$ cat config.mk
export PLATFORM = sky130hd
export DESIGN_NAME = magma_irq_ctrl_flat
export DESIGN_NICKNAME = d
export VERILOG_FILES = /design/src/rtl/magma_irq_ctrl_if.sv /design/src/rtl/magma_irq_ctrl.sv /design/src/flat_wrapper.sv
export SDC_FILE = /design/constraint.sdc
export NUM_CORES = 1
export LEC_CHECK = 0
export BUFFER_PORTS_ARGS = -buffer_cell sky130_fd_sc_hd__buf_4
export CAP_MARGIN = 20
export CORE_AREA = 3 3 98 123
export CTS_CLUSTER_SIZE = 8
export DETAILED_ROUTE_END_ITERATION = 8
export DIE_AREA = 0 0 101 126
export GPL_ROUTABILITY_DRIVEN = 0
export PLACE_DENSITY = 0.55
export SLEW_MARGIN = 0
export SYNTH_ARGS = -nofsm -noshare
export SYNTH_HDL_FRONTEND = slang
export SYNTH_SLANG_ARGS = --single-unit
$ cat constraint.sdc
create_clock -name clk_i -period 3.5 [get_ports clk_i]
set_input_delay 0.35 -clock clk_i [delete_from_list [all_inputs] [get_ports clk_i]]
set_output_delay 0.35 -clock clk_i [all_outputs]
set_load 0.005 [all_outputs]
$ cat src/rtl/magma_irq_ctrl_if.sv
// -----------------------------------------------------------------------------
// magma_irq_ctrl_if
//   Bundle of the push-button / CPU interrupt signals of magma_irq_ctrl.
//   master : board + CPU side (drives buttons, enables and ack)
//   slave  : interrupt controller side
// Signals
//   btn_i      NUM_IRQ  raw asynchronous button levels
//   irq_en_i   NUM_IRQ  per-line enable mask (1 = may be requested)
//   irq_ack_i  1        CPU accepts the presented irq (1-cycle pulse)
//   irq_req_o  1        interrupt request to the CPU
//   irq_num_o  IDX_W    index of the presented irq, valid while irq_req_o=1
//   pending_o  NUM_IRQ  pending bits (status)
// -----------------------------------------------------------------------------
interface magma_irq_ctrl_if #(
   parameter int NUM_IRQ = 4,
   parameter int IDX_W   = 2
);
   logic [NUM_IRQ-1:0] btn_i;
   logic [NUM_IRQ-1:0] irq_en_i;
   logic               irq_ack_i;
   logic               irq_req_o;
   logic [IDX_W-1:0]   irq_num_o;
   logic [NUM_IRQ-1:0] pending_o;

   modport master (
      output btn_i, irq_en_i, irq_ack_i,
      input  irq_req_o, irq_num_o, pending_o
   );

   modport slave (
      input  btn_i, irq_en_i, irq_ack_i,
      output irq_req_o, irq_num_o, pending_o
   );
endinterface

$ cat src/rtl/magma_irq_ctrl.sv
// -----------------------------------------------------------------------------
// magma_irq_ctrl
//   Interrupt controller between the board push-buttons and the magma CPU.
//   Each line is synchronised (2 FF), debounced, rising-edge detected and
//   latched into a pending bit. Pending & enabled lines are arbitrated and one
//   request plus its vector number is held towards the CPU until acknowledged,
//   followed by a guaranteed low cycle before the next request.
// Ports
//   clk_i    in  1        system clock
//   arstn_i  in  1        asynchronous active-low reset
//   bus      slave modport of magma_irq_ctrl_if (buttons, enables, ack,
//            request, vector number, pending status)
// Configuration
//   IRQ_ROUND_ROBIN_EN  defined   : round-robin selection starting after the
//                                   last acknowledged line
//                       undefined : fixed priority, lowest index wins
// -----------------------------------------------------------------------------
module magma_irq_ctrl #(
   parameter int NUM_IRQ      = 4,
   parameter int DEBOUNCE_CYC = 50000,
   parameter int CNT_W        = 16,
   parameter int IDX_W        = 2
) (
   input  logic             clk_i,
   input  logic             arstn_i,
   magma_irq_ctrl_if.slave  bus
);

   typedef enum logic [1:0] {ST_IDLE, ST_REQ, ST_GAP} state_t;

   state_t             r_state;
   state_t             w_state_next;
   logic               r_req;
   logic               w_req_next;
   logic [IDX_W-1:0]   r_num;
   logic [IDX_W-1:0]   w_num_next;
   logic [NUM_IRQ-1:0] r_pending;
   logic [NUM_IRQ-1:0] w_rise;
   logic [NUM_IRQ-1:0] w_cand;
   logic [NUM_IRQ-1:0] w_ack_clr;
   logic [IDX_W-1:0]   w_win;
   logic               w_ack_req;

   // ------------------------------------------------------------------
   // Per-line synchroniser, debouncer and rising-edge detector
   // ------------------------------------------------------------------
   genvar gi;
   generate
      for (gi = 0; gi < NUM_IRQ; gi++) begin : g_line
         logic             r_sync1;
         logic             r_sync2;
         logic             r_stable;
         logic             r_stable_d;
         logic             r_rise;
         logic [CNT_W-1:0] r_cnt;

         always_ff @(posedge clk_i or negedge arstn_i) begin
            if (!arstn_i) begin
               r_sync1    <= 1'b0;
               r_sync2    <= 1'b0;
               r_stable   <= 1'b0;
               r_stable_d <= 1'b0;
               r_rise     <= 1'b0;
               r_cnt      <= '0;
            end else begin
               r_sync1    <= bus.btn_i[gi];
               r_sync2    <= r_sync1;
               r_stable_d <= r_stable;
               // Registered edge pulse: one cycle, falling edges ignored
               r_rise     <= r_stable & ~r_stable_d;
               // Counter only runs while the synced level disagrees with
               // the accepted level; any agreement restarts the count.
               if (r_sync2 == r_stable) begin
                  r_cnt <= '0;
               end else if (r_cnt == CNT_W'(DEBOUNCE_CYC - 1)) begin
                  r_stable <= r_sync2;
                  r_cnt    <= '0;
               end else begin
                  r_cnt <= r_cnt + CNT_W'(1);
               end
            end
         end

         assign w_rise[gi] = r_rise;
      end
   endgenerate

   // ------------------------------------------------------------------
   // Pending bits: a new rise on the acked line wins over the clear
   // ------------------------------------------------------------------
   assign w_ack_req = (r_state == ST_REQ) && bus.irq_ack_i;
   assign w_ack_clr = w_ack_req ? (NUM_IRQ'(1) << r_num) : '0;
   assign w_cand    = r_pending & bus.irq_en_i;

   always_ff @(posedge clk_i or negedge arstn_i) begin
      if (!arstn_i) begin
         r_pending <= '0;
      end else begin
         r_pending <= (r_pending & ~w_ack_clr) | w_rise;
      end
   end

   // ------------------------------------------------------------------
   // Winner selection
   // ------------------------------------------------------------------
`ifdef IRQ_ROUND_ROBIN_EN
   logic [IDX_W-1:0] r_last;

   always_ff @(posedge clk_i or negedge arstn_i) begin
      if (!arstn_i) begin
         r_last <= '0;
      end else if (w_ack_req) begin
         r_last <= r_num;
      end
   end

   // First candidate found searching upward from last+1 (wrapping)
   always_comb begin
      int  k_idx;
      logic found;
      w_win = '0;
      found = 1'b0;
      for (int k = 1; k <= NUM_IRQ; k++) begin
         k_idx = (int'(r_last) + k) % NUM_IRQ;
         if (!found && w_cand[k_idx]) begin
            w_win = IDX_W'(k_idx);
            found = 1'b1;
         end
      end
   end
`else
   // Scan from the top so the lowest set index is the last assignment
   always_comb begin
      w_win = '0;
      for (int k = NUM_IRQ - 1; k >= 0; k--) begin
         if (w_cand[k]) begin
            w_win = IDX_W'(k);
         end
      end
   end
`endif

   // ------------------------------------------------------------------
   // Request FSM: state register / next state / outputs
   // ------------------------------------------------------------------
   always_ff @(posedge clk_i or negedge arstn_i) begin
      if (!arstn_i) begin
         r_state <= ST_IDLE;
         r_req   <= 1'b0;
         r_num   <= '0;
      end else begin
         r_state <= w_state_next;
         r_req   <= w_req_next;
         r_num   <= w_num_next;
      end
   end

   always_comb begin
      w_state_next = r_state;
      case (r_state)
         ST_IDLE: if (|w_cand)          w_state_next = ST_REQ;
         ST_REQ:  if (bus.irq_ack_i)    w_state_next = ST_GAP;
         ST_GAP:                        w_state_next = ST_IDLE;
         default:                       w_state_next = ST_IDLE;
      endcase
   end

   // Vector number is captured only on grant, so it stays frozen in REQ
   // even if the enable for that line is withdrawn.
   always_comb begin
      w_req_next = (w_state_next == ST_REQ);
      w_num_next = r_num;
      if (r_state == ST_IDLE && (|w_cand)) begin
         w_num_next = w_win;
      end
   end

   assign bus.irq_req_o = r_req;
   assign bus.irq_num_o = r_num;
   assign bus.pending_o = r_pending;

endmodule
$ cat src/flat_wrapper.sv
// flat-port wrapper written by rule: the top's interface ports become plain ports
module magma_irq_ctrl_flat 
#(
   parameter int NUM_IRQ      = 4,
   parameter int DEBOUNCE_CYC = 50000,
   parameter int CNT_W        = 16,
   parameter int IDX_W        = 2
)
  (clk_i, arstn_i, bus_btn_i, bus_irq_en_i, bus_irq_ack_i, bus_irq_req_o, bus_irq_num_o, bus_pending_o);
  magma_irq_ctrl_if #(.NUM_IRQ(NUM_IRQ), .IDX_W(IDX_W)) bus_i ();
  input  logic clk_i;
  input  logic arstn_i;
  input wire logic [$bits(bus_i.btn_i)-1:0] bus_btn_i;
  input wire logic [$bits(bus_i.irq_en_i)-1:0] bus_irq_en_i;
  input wire logic [$bits(bus_i.irq_ack_i)-1:0] bus_irq_ack_i;
  output wire logic [$bits(bus_i.irq_req_o)-1:0] bus_irq_req_o;
  output wire logic [$bits(bus_i.irq_num_o)-1:0] bus_irq_num_o;
  output wire logic [$bits(bus_i.pending_o)-1:0] bus_pending_o;
  assign bus_i.btn_i = bus_btn_i;
  assign bus_i.irq_en_i = bus_irq_en_i;
  assign bus_i.irq_ack_i = bus_irq_ack_i;
  assign bus_irq_req_o = bus_i.irq_req_o;
  assign bus_irq_num_o = bus_i.irq_num_o;
  assign bus_pending_o = bus_i.pending_o;
  magma_irq_ctrl #(.NUM_IRQ(NUM_IRQ), .DEBOUNCE_CYC(DEBOUNCE_CYC), .CNT_W(CNT_W), .IDX_W(IDX_W)) u_core (.clk_i(clk_i), .arstn_i(arstn_i), .bus(bus_i));
endmodule
; Word level (Yosys, flattened, before mapping)
; Cells that the tools add are included.
[op_classes]
n_mux = 16
n_reduce_logical = 8
eq_ne = 10
bitwise_logic = 16
n_shift = 1
addsub = 4
[ops]
columns = op, n
row1 = $mux W16, 8
row2 = $add A16 B1 Y16 const B, 4
row3 = $eq A16 B16 Y1 const B, 4
row4 = $mux W2, 6
row5 = $and A4 B4 Y4, 2
row6 = $not A1 Y1, 8
row7 = $reduce_and A2 Y1, 4
row8 = $and A1 B1 Y1, 4
row9 = $eq A1 B1 Y1, 4
row10 = $eq A2 B1 Y1 const B, 2
row11 = $mux W4, 1
row12 = $not A4 Y4, 1
row13 = $or A4 B4 Y4, 1
row14 = $pmux W2 S2, 1
row15 = $reduce_or A4 Y1, 1
row16 = $shl A1 B2 Y4 const A, 1
row17 = $logic_and A1 B1 Y1, 2
row18 = $logic_not A2 Y1, 1
[totals]
reg_bits = 93
input_bits = 11

; Longest topological paths before layout
; Gate-level depths: netlist of run 1.
[logic_depth]
word_depth = 6
mapped_depth = 6
ltp_nobuf = 5

; Worst setup path after synthesis of run 1
; Ideal clock, no wire load.
[synth_path]
kind = register to register
startpoint = reg u_core.g_line[3].r_cnt[10]
endpoint = reg u_core.g_line[3].r_cnt[10]
setup_slack_ns = 1.848
setup_time_ns = 0.119
arrival_time_ns = 1.534
period_less_slack_ns = 1.652
required_time_ns = 3.381
stages_incl_launch_ff = 5
path_cell_list = dfrtp_1 > or3_1 > o41ai_4 > buf_6 > nor2_1
[synth_between]
elab_chain_cells = 3
[synth_rtl]
columns = item, line_no
row1 = from (decl), magma_irq_ctrl.sv:55  ; logic [CNT_W-1:0] r_cnt;
row2 = from (signal assigned), magma_irq_ctrl.sv:79  ; r_cnt <= r_cnt + CNT_W'(1);
row3 = $add A16 B1 Y16 / $eq A16 B16 Y1 (equally long branches), "magma_irq_ctrl.sv:79, magma_irq_ctrl.sv:75"
row4 = $mux W16 *, magma_irq_ctrl.sv:75  ; end else if (r_cnt == CNT_W'(DEBOUNCE_CYC - 1)) begin
row5 = $mux W16 *, magma_irq_ctrl.sv:73  ; if (r_sync2 == r_stable) begin
; Every way passes the cells marked *; elsewhere a longest branch is shown, timed or not.
; A chain may end at the register's enable or synchronous reset.

; Worst setup path after layout of run 1
[layout_path]
startpoint = reg u_core.g_line[3].r_cnt[12]
endpoint = reg u_core.g_line[3].r_cnt[13]
; The elaborated chain is that of the path after synthesis.

==> summary.md, run 1 <==
| Metric | Value |
|---|---|
| Vias in the first global route | 2853 |
| Area after DPL | 4400 sq um |
| Status | finished, violations left |
| Nets@finish | 423 |
| H-tree Lvls | 3 |
| Max Clk Rate | 0.498 GHz |
| Non-filler instance count after layout | 547 |
| Power per standard cell area | 447 nW/um^2 |
| I/O pin cnt | 18 |
| Final TNS setup | 0 ps |
| Final Instance Area | 4700 sq um |
| DRC | 0 |
| Unrepaired setup endpoints after global routing | false |
| Antenna diodes | 0 |
| Final ANT Viol Nets | 0 |
| Slew margin rel. | 41.1% |
| Initial antenna violation count | 0 |
| Syn nets | 398 |
| Row cnt | 43 |
| Share of layout cells above drive strength 1 | 10.7% |
| Number of fill cells | 1067 |
| First-pass GRT wire length | 13200 microns |
| Core area | 11100 sq um |
| Final hold vios | 28 |
| Min Tclk post-route | 2010 ps |
| Post-synthesis sequential area ratio | 56.5% |
| Syn Inst Count | 383 |
| Setup bufs post-CTS | 0 |
| CP startpoint | u_core.g_line[3].r_cnt[12] |
| Reg clk slew, reported paths | 60 ps |
| FF-to-FF Start | u_core.g_line[3].r_cnt[12] |
| Final WL | 7320 microns |
| Cts repair resizes | 0 |
| Top delay family on crit path | compound AO/OA/AOI/OAI gates |
| Placed cells | 531 |
| First-pass iteration count of the detailed router | 4 |
| Total power | 0.00210 W |
| Initial DRC Count | 116 |
| CTS Buffer Depth | 2 |
| Die height | 126 microns |
| Worst Path Required | 3680 ps |
| Crit-path slowest cell | o41ai_4 |
| Critical Path Sink | u_core.g_line[3].r_cnt[13] |
| Failing checks | negative hold slack |
| Synth area leader | dfrtp_1 |
| Post-synth top area share | 56.5% |
| #FFs+latches synth | 93 |
| Critical Path Source Type | flop |
| IO buf count | 17 |
| Yosys warns | 0 |
| CTS hold repair buffers | 0 |
| Most common library cells after synthesis | dfrtp_1, nor2_1, xnor2_1, nand3_1, nor4_1 |
| Peak supply drop | 0.267 mV |
| Root Buffer | clkbuf_16 |
| Post-detail-place hpwl | 4920 microns |
| Worst reg2reg endpoint | u_core.g_line[3].r_cnt[13] |
| Post-synthesis async set-or-reset flop share | 100% |
| Crit. End Element | flop |
| Avg WL per Cell | 13.4 microns |
| Worst Tran Pin Value | 880 ps |
| Top cells by area, synth | dfrtp_1, xnor2_1, nor2_1 |
| Most used DFF post-synth | dfrtp_1 |
| Reg2reg path depth | 4 |
| Critical path's largest stage delay | 850 ps |
| Buf+Inv Stages, Crit Path | 0 |
| Crit path cell chain | nor4b_2, nand3b_1, o41ai_4, nor2_1 |
| Num Clock Sinks | 93 |
| Mapped Area | 4120 sq um |
| Tot GR Track Use | 12.9% |
| Period utilization | 57.3% |
| GRT Residual Overflow | 0 |
| Clock skew | 5.48 ps |
| CTS tree | done |
| Skew-Pair Late Insertion Delay | 340 ps |
| Static Leak | 1.99 nW |
| R2R Setup Slk | 1490 ps |
| Via/cell ratio | 5.11 |
| Die width | 101 microns |
| Crit path DAT | 2190 ps |
| Levels on crit path | 4 |
| Post-synthesis cell type count | 36 |
| Avg Inst Size Synth | 10.8 sq um |
| Largest net degree at the start of global routing | 78 |
| Via Count | 2794 |
| Crit-path max FO | 16 |
| Max Slew Vio Count | 0 |
| Starting Density | 37.2% |
| Die Area | 12700 sq um |
| Max-Cap Viols | 0 |
| Worst hold margin | -19.6 ps |
| Min-delay worst type | input port to async pin |
| Kind of critical path | flop to flop |
| Most common cell in the synthesized netlist | dfrtp_1 |
| P&R area growth vs syn | 14.1% |
| CTS Buf Count | 9 |
| EDFF count, synth | 0 |
| Final setup vio count | 0 |
cell families (layout without fill, tap and decap cells):
| logic type | Yosys count | in the layout | synth area share [%] |
|---|---|---|---|
| fa+ha+maj | 4 | 4 | 1.21 |
| mux | 5 | 5 | 1.37 |
| compound gates | 15 | 15 | 2.82 |
| xor+xnor | 58 | 58 | 12.3 |
| buf+inv | 17 | 46 | 1.82 |
| simple gates | 191 | 191 | 24.0 |
| flops | 93 | 93 | 56.5 |
cell type report:
class	instances	area (sq um)	share of cell area (%)
clock buffers	10	229	4.87
clock inverters	5	52.6	1.12
inverters	11	41.3	0.879
multi-input cells	273	1720	36.6
flip-flops and latches	93	2330	49.5
well taps	135	169	3.59
repair buffers	20	163	3.46
how the worst min path moves through the flow:
stage                                   from                         to  slack (ps)  cells past startpoint
CTS                             bus_btn_i[1]   u_core.g_line[1].r_sync1         100                      1
finish                               arstn_i  u_core.g_line[0].r_cnt[1]         -20                      1
global route                         arstn_i  u_core.g_line[0].r_cnt[1]          10                      1
global placement    u_core.g_line[0].r_sync1   u_core.g_line[0].r_sync2         330                      0
floorplan                            arstn_i    u_core.bus.irq_num_o[0]          50                      0
detailed placement  u_core.g_line[3].r_sync1   u_core.g_line[3].r_sync2         330                      0
per-layer routing:
metal,track usage (%),up-vias,wire (microns)
met1,16.3,1376,3330
met3,2.55,11,198
met2,20.7,32,3620
met4,6.73,0,170
li1,-,1375,-
met5,0,-,0
sequential cells by signal (all words and copies together) (netlist names):
register                  flops
u_core.bus.irq_num_o          2
u_core.bus.irq_req_o          1
u_core.bus.pending_o          4
u_core.g_line.r_cnt          64
u_core.g_line.r_rise          4
u_core.g_line.r_stable        4
u_core.g_line.r_stable_d      4
u_core.g_line.r_sync1         4
u_core.g_line.r_sync2         4
u_core.r_state                2
cells in the final DEF (no fill, tap or decap):
cell / netlist / layout
xnor2_1: 47 / 47
nand2_1: 17 / 17
nor4bb_1: 6 / 6
o21ai_0: 4 / 4
nor4_1: 19 / 19
and4_1: 1 / 1
nor4b_1: 3 / 3
buf_4: 0 / 19
clkinv_2: 0 / 3
clkbuf_1: 2 / 1
or3b_2: 1 / 1
nand3_1: 20 / 20
and3b_1: 1 / 1
buf_12: 0 / 1
nand2b_1: 2 / 2
a211oi_1: 1 / 1
nor3_1: 11 / 11
nor2b_1: 4 / 4
o41ai_4: 1 / 1
nor2_1: 72 / 72
dfrtp_1: 93 / 93
o31ai_1: 1 / 1
a32oi_1: 1 / 1
a22oi_1: 1 / 1
a21oi_1: 3 / 3
nand3b_1: 3 / 3
clkbuf_16: 0 / 9
inv_1: 11 / 11
mux2_2: 5 / 5
nor4b_2: 1 / 1
clkinvlp_4: 0 / 1
or3_1: 3 / 3
or2_2: 1 / 1
xor2_1: 11 / 11
nand4_1: 18 / 18
ha_1: 4 / 4
nand3_2: 1 / 1
and3_1: 7 / 7
a21o_1: 3 / 3
bufinv_16: 0 / 1
power breakdown:
| group | leakage [nW] | internal [W] | switching (W) |
|---|---|---|---|
| Clock | 0.138 | 0.000546 | 0.000385 |
| Combinational | 0.578 | 0.0000234 | 0.0000428 |
| Sequential | 1.27 | 0.00109 | 0.0000139 |
per-stage QoR:
step,util [%],setup WS (ps)
finish,42.4,1490
global route,42.4,1360
CTS,42.2,1460
detailed placement,39.7,1480
global placement,39.7,1560
floorplan,-,1850
(Power assumes the default switching activity.)
==> inputs of run 2 (changes only) <==
--- a/config.mk
+++ b/config.mk
@@ -5,12 +5,13 @@
 export SDC_FILE = /design/constraint.sdc
 export NUM_CORES = 1
 export LEC_CHECK = 0
+export ABC_AREA = 1
 export BUFFER_PORTS_ARGS = -buffer_cell sky130_fd_sc_hd__buf_4
 export CAP_MARGIN = 20
-export CORE_AREA = 3 3 98 123
+export CORE_AREA = 3 3 104 130
 export CTS_CLUSTER_SIZE = 8
 export DETAILED_ROUTE_END_ITERATION = 8
-export DIE_AREA = 0 0 101 126
+export DIE_AREA = 0 0 107 133
 export GPL_ROUTABILITY_DRIVEN = 0
 export PLACE_DENSITY = 0.55
 export SLEW_MARGIN = 0
==> constraint.sdc (replaced) <==
create_clock -name clk_i -period 2.05 [get_ports clk_i]
set_input_delay 0.205 -clock clk_i [delete_from_list [all_inputs] [get_ports clk_i]]
set_output_delay 0.205 -clock clk_i [all_outputs]
set_load 0.005 [all_outputs]
==> run 2 against run 1 <==
First-iteration DRC count is 16% higher. Flip-flop and latch count stayed put. Non-clock buffer count is 4 higher. Sequential power up 85%. Core utilization increased by 1.1 points. Largest power group unchanged. The flow now finishes without violations.
==> summary.md, run 2 <==
| Metric | Value |
|---|---|
| Status | finished clean |
| Final WL | 9330 microns (+28%) |
| Core area | 12300 sq um (+11%) |
| Via/cell ratio | 4.67 (-8.6%) |
| Syn Inst Count | 574 (+50%) |
| First-pass GRT wire length | 16700 microns (+26%) |
| Kind of critical path | flop to flop |
| Starting Density | 37.8% (+0.62 points) |
| Number of fill cells | 1201 (+13%) |
| Nets@finish | 624 (+48%) |
| Vias in the first global route | 3560 (+25%) |
| I/O pin cnt | 18 (unchanged) |
| Initial DRC Count | 134 (+16%) |
| Critical Path Source Type | flop |
| Number of flip-flops in the largest register | 64 (unchanged) |
| Total power | 0.00407 W (+94%) |
| H-tree Lvls | 3 (unchanged) |
| EDFF count, synth | 0 (unchanged) |
| Post-synthesis sequential area ratio | 49.9% (-6.6 points) |
| Yosys warns | 0 (unchanged) |
| Final hold vios | 0 (-100%) |
| Peak supply drop | 0.422 mV (+58%) |
| Antenna diodes | 0 (unchanged) |
| Clock network fraction of design power | 40.5% (-3.8 points) |
| Most common library cells after synthesis | nor2_1, nand2_1, dfrtp_1, inv_1, nand3_1 |
| Post-detail-place hpwl | 6930 microns (+41%) |
| Top cells by area, synth | dfrtp_1, nor2_1, nand2_1 |
| Non-filler instance count after layout | 777 (+42%) |
| First-pass iteration count of the detailed router | 4 (unchanged) |
| Max Slew Vio Count | 0 (unchanged) |
| Num Clock Sinks | 93 (unchanged) |
| CTS tree | done |
| Largest net degree at the start of global routing | 45 (-42%) |
| Period utilization | 69.0% (+12 points) |
| Power per standard cell area | 759 nW/um^2 (+70%) |
| Worst reg2reg endpoint | u_core.g_line[1].r_cnt[14] |
| Most flop-heavy register | u_core.g_line.r_cnt |
| Int Pwr | 0.00306 W (+84%) |
| Pre-CTS setup slack | 640 ps (-838 ps) |
| IO buf count | 17 (unchanged) |
| #FFs+latches synth | 93 (unchanged) |
| CTS Buf Count | 9 (unchanged) |
| Sw Share | 25.0% (+3.9 points) |
| Die Area | 14200 sq um (+12%) |
| Unrepaired setup endpoints after global routing | false |
| Static Leak | 2.60 nW (+31%) |
| Post-synthesis async set-or-reset flop share | 100% (unchanged) |
| Min Tclk post-route | 1410 ps (-592 ps) |
| Avg WL per Cell | 12.0 microns (-10%) |
| Final worst slack | 636 ps (-858 ps) |
| CTS hold repair buffers | 5 (+5) |
| Crit path DAT | 1640 ps (-550 ps) |
| Root Buffer | clkbuf_16 |
| Clock skew | 7.05 ps (+1.57 ps) |
| Final ANT Viol Nets | 0 (unchanged) |
| Worst Tran Pin Value | 407 ps (-474 ps) |
| Reg clk slew, reported paths | 60 ps (about the same) |
| Area after DPL | 5020 sq um (+14%) |
| R2R Setup Slk | 640 ps (-860 ps) |
| Placed cells | 757 (+43%) |
| WHS Path Cells | 2 |
| Die height | 133 microns (+5.6%) |
| Share of layout cells above drive strength 1 | 12.6% (+1.9 points) |
| Worst Path Required | 2280 ps (-1400 ps) |
| DRC | 0 (unchanged) |
| Row cnt | 45 (+4.7%) |
| CTS Buffer Depth | 2 (unchanged) |
| Most frequent cells in the layout | nor2_1, nand2_1, dfrtp_1 |
| Max Clk Rate | 0.707 GHz (+42%) |
| P&R area growth vs syn | 15.0% |
| Post-synth top area share | 49.9% (-6.6 points) |
| GRT Residual Overflow | 0 (unchanged) |
| Final setup vio count | 0 (unchanged) |
| Max-Cap Viols | 0 (unchanged) |
| Avg Inst Size Synth | 8.12 sq um (-25%) |
| Syn nets | 589 (+48%) |
| Logic pwr share | 9.7% (+6.6 points) |
| Synth area leader | dfrtp_1 |
| Cts repair resizes | 0 (unchanged) |
| Tot GR Track Use | 14.4% (+1.5 points) |
| Crit. End Element | flop |
| P_sw | 0.00102 W (+130%) |
| Mapped Area | 4660 sq um (+13%) |
| Post-synthesis cell type count | 28 (-22%) |
| Crit-path max FO | 7 (-9) |
| Skew-Pair Late Insertion Delay | 340 ps (about the same) |
| Initial antenna violation count | 0 (unchanged) |
| Hold EP | u_core.r_state[0] |
| FF-to-FF Start | u_core.g_line[1].r_cnt[0] |
| Most used DFF post-synth | dfrtp_1 |
| Min-delay worst type | input port to flop |
| Final Instance Area | 5360 sq um (+14%) |
| Min-delay src | bus_irq_ack_i |
| Most common cell after layout, fill and taps aside | nor2_1 |
| Via Count | 3629 (+30%) |
| Reg2reg path depth | 6 (+2) |
| Die width | 107 microns (+5.9%) |
| Final TNS setup | 0 ps (unchanged) |
| Most common cell in the synthesized netlist | nor2_1 |
| Setup bufs post-CTS | 0 (unchanged) |
| Slew margin rel. | 72.8% (+32 points) |
| Sequential power share | 49.8% (-2.8 points) |
run 2: changes by cell type after synthesis, moves of 8 or more:
cell | before | now
nand2_1 | 17 | 119
nor2_1 | 72 | 131
inv_1 | 11 | 67
xnor2_1 | 47 | 8
nand3_1 | 20 | 41
nor4_1 | 19 | 0
nand2_2 | 0 | 12
nor3_1 | 11 | 2
o21ai_0 | 4 | 12
run 2: worst max path at each step:
stage,endpoint,from,slack (ps),cells after the start
3_3_place_gp,u_core.g_line[3].r_cnt[8],u_core.g_line[3].r_cnt[0],690,6
6_report,u_core.g_line[1].r_cnt[14],u_core.g_line[1].r_cnt[0],640,6
3_5_place_dp,u_core.g_line[1].r_cnt[8],u_core.g_line[1].r_cnt[0],640,6
4_1_cts,u_core.g_line[1].r_cnt[14],u_core.g_line[1].r_cnt[0],630,6
2_1_floorplan,u_core.g_line[1].r_cnt[8],u_core.g_line[1].r_cnt[0],810,6
5_1_grt,u_core.g_line[3].r_cnt[11],u_core.g_line[3].r_cnt[0],480,6
run 2: logic make-up after synthesis:
family,share of synthesized area [%]
xor+xnor,4.62
flops,49.9
buf+inv,5.80
simple gates,33.7
compound gates,4.86
fa+ha+maj,1.07
run 2: area by class of cell:
type	instances	area (sq um)	area share, %
Inverter	72	270	5.04
Multi-Input combinational cell	409	2060	38.5
Clock buffer	10	229	4.27
Sequential cell	93	2330	43.4
Timing Repair Buffer	24	205	3.83
Clock inverter	5	61.3	1.14
Tap cell	164	205	3.83
run 2: per-stage QoR:
stage	utilization, %	hold WS, ps
after floorplan	-	-90.6
after global placement	40.7	158
after detailed placement	40.7	161
after CTS	43.5	77.2
after global routing	43.5	94.8
final	43.5	94.2
run 2: per-layer routing:
metal | GRT usage [%] | vias up | wire length [microns]
li1 | - | 1882 | -
met1 | 19.0 | 1692 | 4320
met2 | 23.3 | 45 | 4570
met3 | 3.61 | 10 | 313
met4 | 4.48 | 0 | 130
met5 | 0 | - | 0
run 2: power by group through the flow:
stage | Sequential (W) | Clock, W | Combinational [W]
detailed placement | 0.00207 | 0 | 0.000397
global route | 0.00204 | 0.00178 | 0.000463
floorplan | 0.00204 | 0 | 0.000186
finish | 0.00203 | 0.00165 | 0.000396
global placement | 0.00206 | 0 | 0.000395
CTS | 0.00203 | 0.00171 | 0.000408
run 2: worst max-delay path: stages (launching register included):
cell,delay (ps)
dfrtp_1,390
ha_1,220
nand3_2,130
nor3_1,150
nand2_1,180
nand2_2,170
a21oi_1,60
